`src/rtl/spi_sched_pkg.sv`:
```
// Shared types and default sizes for the SPI transmit scheduler.
package spi_sched_pkg;

  localparam int unsigned N_DEF       = 8;
  localparam int unsigned NUM_REQ_DEF = 4;

  typedef enum logic [2:0] {
    IDLE   = 3'd0,
    START  = 3'd1,
    WAIT   = 3'd2,
    FINISH = 3'd3,
    GAP    = 3'd4
  } state_t;

endpackage

```
`src/rtl/spi_tx_scheduler_arb.sv`:
```
// Combinational round-robin picker: first set request at or after ptr, wrapping.
module rr_arbiter
  import spi_sched_pkg::*;
#(
  parameter  int unsigned NUM_REQ = NUM_REQ_DEF,
  localparam int unsigned PW      = $clog2(NUM_REQ)
) (
  input  logic [NUM_REQ-1:0] req,
  input  logic [PW-1:0]      ptr,
  output logic               valid,
  output logic [PW-1:0]      sel
);

  logic [PW-1:0] idx;

  // Scan from the farthest offset down so the nearest hit is assigned last.
  always_comb begin
    valid = |req;
    sel   = ptr;
    idx   = ptr;
    for (int unsigned off = NUM_REQ; off > 0; off--) begin
      idx = PW'((32'(ptr) + off - 32'd1) % NUM_REQ);
      if (req[idx]) sel = idx;
    end
  end

endmodule

```
`src/rtl/spi_tx_scheduler.sv`:
```
// Round-robin scheduler sharing one SPI master between NUM_REQ requesters.
// Optional WAIT-state timeout with err pulse when SPI_TIMEOUT_EN is defined.
module spi_tx_scheduler
  import spi_sched_pkg::*;
#(
  parameter int unsigned N       = N_DEF,
  parameter int unsigned NUM_REQ = NUM_REQ_DEF,
  parameter int unsigned CS_GAP  = 2,
  parameter int unsigned TIMEOUT = 64
) (
  input  logic                 clk,
  input  logic                 reset,
  input  logic [NUM_REQ-1:0]   req,
  input  logic [NUM_REQ*N-1:0] req_data,
  output logic [NUM_REQ-1:0]   gnt,
  output logic [NUM_REQ-1:0]   ack,
  output logic [NUM_REQ-1:0]   cs_n,
  output logic [N-1:0]         mst_data,
  output logic                 mst_start,
  input  logic                 mst_done,
  output logic                 busy,
  output logic                 err
);

  localparam int unsigned PW   = $clog2(NUM_REQ);
  localparam int unsigned CMAX = (CS_GAP > TIMEOUT) ? CS_GAP : TIMEOUT;
  localparam int unsigned CW   = $clog2(CMAX + 1);

  state_t              state_q, state_d;
  logic [PW-1:0]       sel_q, sel_d;
  logic [PW-1:0]       ptr_q, ptr_d;
  logic [N-1:0]        data_q, data_d;
  logic [CW-1:0]       cnt_q, cnt_d;
  logic                to_d;

  logic [NUM_REQ-1:0]  gnt_q, gnt_d;
  logic [NUM_REQ-1:0]  ack_q, ack_d;
  logic [NUM_REQ-1:0]  cs_n_q, cs_n_d;
  logic                start_q, start_d;
  logic                busy_q, busy_d;

  logic                arb_valid;
  logic [PW-1:0]       arb_sel;

  rr_arbiter #(.NUM_REQ(NUM_REQ)) u_arb (
    .req   (req),
    .ptr   (ptr_q),
    .valid (arb_valid),
    .sel   (arb_sel)
  );

  // State, pointer, data latch and shared gap/timeout counter.
  always_ff @(posedge clk or posedge reset) begin
    if (reset) begin
      state_q <= IDLE;
      sel_q   <= '0;
      ptr_q   <= '0;
      data_q  <= '0;
      cnt_q   <= '0;
    end else begin
      state_q <= state_d;
      sel_q   <= sel_d;
      ptr_q   <= ptr_d;
      data_q  <= data_d;
      cnt_q   <= cnt_d;
    end
  end

  always_comb begin
    state_d = state_q;
    sel_d   = sel_q;
    ptr_d   = ptr_q;
    data_d  = data_q;
    cnt_d   = cnt_q;
    to_d    = 1'b0;
    unique case (state_q)
      IDLE: begin
        if (arb_valid) begin
          sel_d = arb_sel;
          for (int unsigned i = 0; i < NUM_REQ; i++) begin
            if (arb_sel == PW'(i)) data_d = req_data[i*N +: N];
          end
          state_d = START;
        end
      end
      START: begin
        cnt_d   = '0;
        state_d = WAIT;
      end
      WAIT: begin
        if (mst_done) begin
          state_d = FINISH;
        end
`ifdef SPI_TIMEOUT_EN
        else if (cnt_q == CW'(TIMEOUT - 1)) begin
          to_d    = 1'b1;
          state_d = FINISH;
        end else begin
          cnt_d = cnt_q + CW'(1);
        end
`endif
      end
      FINISH: begin
        ptr_d = (sel_q == PW'(NUM_REQ - 1)) ? '0 : sel_q + PW'(1);
        cnt_d = '0;
        if (CS_GAP > 0) state_d = GAP;
        else            state_d = IDLE;
      end
      GAP: begin
        if (cnt_q == CW'(CS_GAP - 1)) state_d = IDLE;
        else                          cnt_d   = cnt_q + CW'(1);
      end
      default: state_d = IDLE;
    endcase
  end

  // Outputs decoded from the next state so they register in step with it.
  always_comb begin
    gnt_d   = '0;
    ack_d   = '0;
    cs_n_d  = '1;
    start_d = 1'b0;
    busy_d  = (state_d != IDLE);
    case (state_d)
      START: begin
        gnt_d[sel_d]  = 1'b1;
        cs_n_d[sel_d] = 1'b0;
        start_d       = 1'b1;
      end
      WAIT:    cs_n_d[sel_d] = 1'b0;
      FINISH:  if (!to_d) ack_d[sel_d] = 1'b1;
      default: ;
    endcase
  end

  always_ff @(posedge clk or posedge reset) begin
    if (reset) begin
      gnt_q   <= '0;
      ack_q   <= '0;
      cs_n_q  <= '1;
      start_q <= 1'b0;
      busy_q  <= 1'b0;
    end else begin
      gnt_q   <= gnt_d;
      ack_q   <= ack_d;
      cs_n_q  <= cs_n_d;
      start_q <= start_d;
      busy_q  <= busy_d;
    end
  end

`ifdef SPI_TIMEOUT_EN
  logic err_q;

  always_ff @(posedge clk or posedge reset) begin
    if (reset) err_q <= 1'b0;
    else       err_q <= to_d;
  end

  assign err = err_q;
`else
  assign err = 1'b0;
`endif

  assign gnt       = gnt_q;
  assign ack       = ack_q;
  assign cs_n      = cs_n_q;
  assign mst_start = start_q;
  assign busy      = busy_q;
  assign mst_data  = data_q;

endmodule

```
`config.mk`:
```
export PLATFORM = sky130hd
export DESIGN_NAME = spi_tx_scheduler
export DESIGN_NICKNAME = d
export VERILOG_FILES = /design/src/rtl/spi_sched_pkg.sv /design/src/rtl/spi_tx_scheduler_arb.sv /design/src/rtl/spi_tx_scheduler.sv
export SDC_FILE = /design/constraint.sdc
export NUM_CORES = 1
export LEC_CHECK = 0
export ABC_AREA = 1
export CAP_MARGIN = 0
export CELL_PAD_IN_SITES_DETAIL_PLACEMENT = 0
export CELL_PAD_IN_SITES_GLOBAL_PLACEMENT = 1
export CORE_UTILIZATION = 37
export DETAILED_ROUTE_END_ITERATION = 16
export HOLD_SLACK_MARGIN = 0.06
export PLACE_DENSITY_LB_ADDON = 0.05
export SLEW_MARGIN = 20
export SYNTH_ARGS = -nofsm -noshare
export SYNTH_HDL_FRONTEND = slang
export SYNTH_SLANG_ARGS = --single-unit
export TNS_END_PERCENT = 10
```
`constraint.sdc`:
```
create_clock -name clk -period 2.6 [get_ports clk]
set_input_delay 0.26 -clock clk [delete_from_list [all_inputs] [get_ports clk]]
set_output_delay 0.26 -clock clk [all_outputs]
set_load 0.02 [all_outputs]
```
==> flow_metrics.tcl <==
set metrics [dict create \
    status "finished clean" \
    max_slew_margin_pct 65.1 \
    vdd_drop_max_uv 617 \
    gp_routability_congestion 0.795 \
    vias_per_cell 4.50 \
    seq_area_frac_synth_pct 41.6 \
    ys_seq_elements 36 \
    crit_type "reg -> reg" \
    drt-pass1-iter-count 6 \
    start_util_pct 39.1 \
    critPathArrivalTime_ns 2.25 \
    maxCapViolCount 0 \
    use_met3_pct 5.29 \
    gr-usage-met2_pct 26.3 \
    crit_path_end_kind "flip-flop" \
    antenna_found_initial 0 \
    power.leakage_nw 1.50 \
    drt_iter0_markers 49 \
    crit_buf_inv 2 \
    crit_family "simple AND/OR/NAND/NOR gates" \
    p_sw_mw 1.83 \
    syn_area_mm2 0.00218 \
    yosys.area.top_type_share_pct 36.8 \
    seqPwrFrac_pct 24.9 \
    clk_latency_ns 0.29 \
    worstMarginPinSlew_ns 0.523 \
    synth_cells 286 \
    drc 0 \
    yosysTopAreaCell "dfrtp_1" \
    grt_pass1_vias 1815 \
    p_sw_share_pct 50.1 \
    rsz0062_at_grt "no" \
    multi_input_area_um2 992 \
    track_usage_pct 16.3 \
    critPathMaxStageDelay_ns 0.67 \
    synth_common_cells "69 x nand2_1, 47 x inv_1, 32 x dfrtp_1, 24 x nand3_1, 21 x nor2_1" \
    synthFlopType "dfrtp_1" \
    clock.fmax_ghz 0.496 \
    grt_max_degree 37 \
    hold_violations 0 \
    yosys_warnings 0 \
    drt-total-wl_mm 4.70 \
    postRouteAntennaNets 0 \
    fin_worst_skew_ns 0.00358 \
    syn2layout_area_growth_pct 34.5 \
    cts_made_buffers 5 \
    setup_viol 0 \
    hold_path.class "in -> async" \
    p_int_mw 1.82 \
    die_area_mm2 0.00620 \
    postCtsSetupBuffers 0 \
    synth_edf_count 0 \
    grt_pass1_wl_mm 7.90 \
    cpMostUsedCell "nand2_1" \
    synth_area_per_cell_um2 7.62 \
    htree_levels 2 \
    use_met1_pct 21.2 \
    place_ws_ns 0.420 \
    synthTopCellsByArea "dfrtp_1 37%, nand2_1 12%, inv_1 8.1%" \
    hold_buffers 0 \
    nFillCells 561 \
    vias 1904 \
    wl_per_cell_um 11.1 \
    grt_overflow 0 \
    core_mm2 0.00557 \
    cts_resized 0 \
    finalCritPeriodShare_pct 77.6 \
    power_density_mw_per_mm2 1240 \
    timing.setup.tns_ns 0 \
    busiest_layer "met2" \
    min_period_ns 2.02 \
    regArea_um2 906 \
    cts_sinks 36 \
    slowest_stage "dfrtp_1" \
    die_w_um 78.7 \
    pin_count 62 \
    dp_hpwl_mm 3.57 \
    fin_nets 392 \
    synth.most_common_cell "nand2_1" \
    cp.required_ns 2.84 \
    clkTransAtPathRegs_ns 0.08 \
    setup_ws_ns 0.582 \
    layout-drive-gt1-share_pct 16.5 \
    synthArstFlopShare_pct 100 \
    port_buffers 60 \
    rows 27 \
    critical_path.startpoint_type "flip-flop" \
    pwr-share-clk_pct 11.2 \
    cts_buffer_depth 2 \
    dieHeight_um 78.7 \
    cts_tree "yes" \
    insertedDiodeCount 0 \
    synthesis.nets 328 \
    synth_cell_type_count 37 \
    cts-root-buf "clkbuf_8" \
    crit_fanout 11 \
    drv_slew 0 \
    critical_path.cell_chain "inv_8 > nand2_2 > nand2_2 > nand2_1 > nand2_2 > nor2_1 > nand2_1 > nand2_2 > nand2_4 > inv_6 > nand2_2 > nand2_1 > nand3_1 > nand2_1 > nand2_1 > nand2_1" \
    power_frac_comb_pct 63.9 \
]
[power groups by stage]
stage          combinational, mW  clock (mW)  sequential, mW
2_1_floorplan               1.67           0            1.03
4_1_cts                     2.37       0.416           0.910
6_report                    2.33       0.409           0.908
3_5_place_dp                2.36           0           0.911
5_1_grt                     2.61       0.445           0.937
3_3_place_gp                2.35           0           0.921
[registers in the layout, indices dropped and copies added (netlist names)]
name and count:
sel_q 2, ack 4, cnt_q 7, state_q 3
busy 1, gnt 4, cs_n 4, mst_data 8
mst_start 1, ptr_q 2
[metal layers]
metal  vias to the layer above  part of all wire [%]  wire [um]
met5                         -                     0          0
met4                         0                  0.72         34
met3                         5                   4.8        228
met2                        39                    48       2250
met1                       859                    47       2190
li1                       1001                     -          -
[layout make-up]
cell class / count / share of cell area, %
multi-input combinational: 189 / 33.9
clock buffer: 5 / 2.35
timing repair buffer: 63 / 21.3
inverter: 55 / 7.73
tap: 72 / 3.07
clock inverter: 3 / 0.811
sequential: 36 / 30.9
[tightest hold or removal path, stage by stage]
cell	delay, ns
clkdlybuf4s50_1	0.39
inv_1	0.05
buf_4	0.38
[path summary, 6_finish.rpt]
kind / startpoint / cells after the start / endpoint / slack [ns]
max: ptr_q[0] / 16 / mst_data[5] / 0.58
max reg2reg: ptr_q[0] / 16 / mst_data[5] / 0.58
min: reset / 3 / cnt_q[4] / 0.36
max in group asynchronous: reset / 3 / cs_n[0] / 1.91
min reg2reg: mst_data[1] / 2 / mst_data[1] / 0.49
min in group clk: mst_data[1] / 2 / mst_data[1] / 0.49
[cells in the final DEF (no fill, tap or decap), types with 3 or more instances in the layout]
master	netlist	routed
nand3_2	3	3
nor3_1	5	5
nand2_4	7	7
dfrtp_1	32	32
nand2_1	69	69
inv_1	47	47
o21ai_1	8	8
ha_1	3	3
dfstp_2	4	4
nor2_1	21	21
buf_4	1	3
clkdlybuf4s50_1	0	60
inv_4	3	3
nand2_2	17	17
nand3_1	24	24
clkbuf_8	0	5
o21ai_0	12	12
inv_2	3	3
a21oi_1	4	4
[cell families after synthesis]
logic type	share of synthesized area, %
buf+inv	12.9
flops	41.6
other cells	0.172
simple gates	36.7
fa+ha+maj	1.72
compound gates	6.95
[per-stage QoR]
step / power, mW / std cells / cell area (um^2) / hold WS, ns / utilization (%)
final: 3.65 / 423 / 2930 / 0.357 / 52.6
after detailed placement: 3.27 / 415 / 2840 / 0.466 / 50.9
after global placement: 3.27 / 415 / 2840 / 0.464 / 50.9
after CTS: 3.69 / 423 / 2930 / 0.371 / 52.6
after floorplan: 2.70 / 286 / 2180 / 0.424 / -
after global routing: 4.00 / 423 / 2930 / 0.414 / 52.6
No activity file was read; power rests on OpenSTA's default activity.
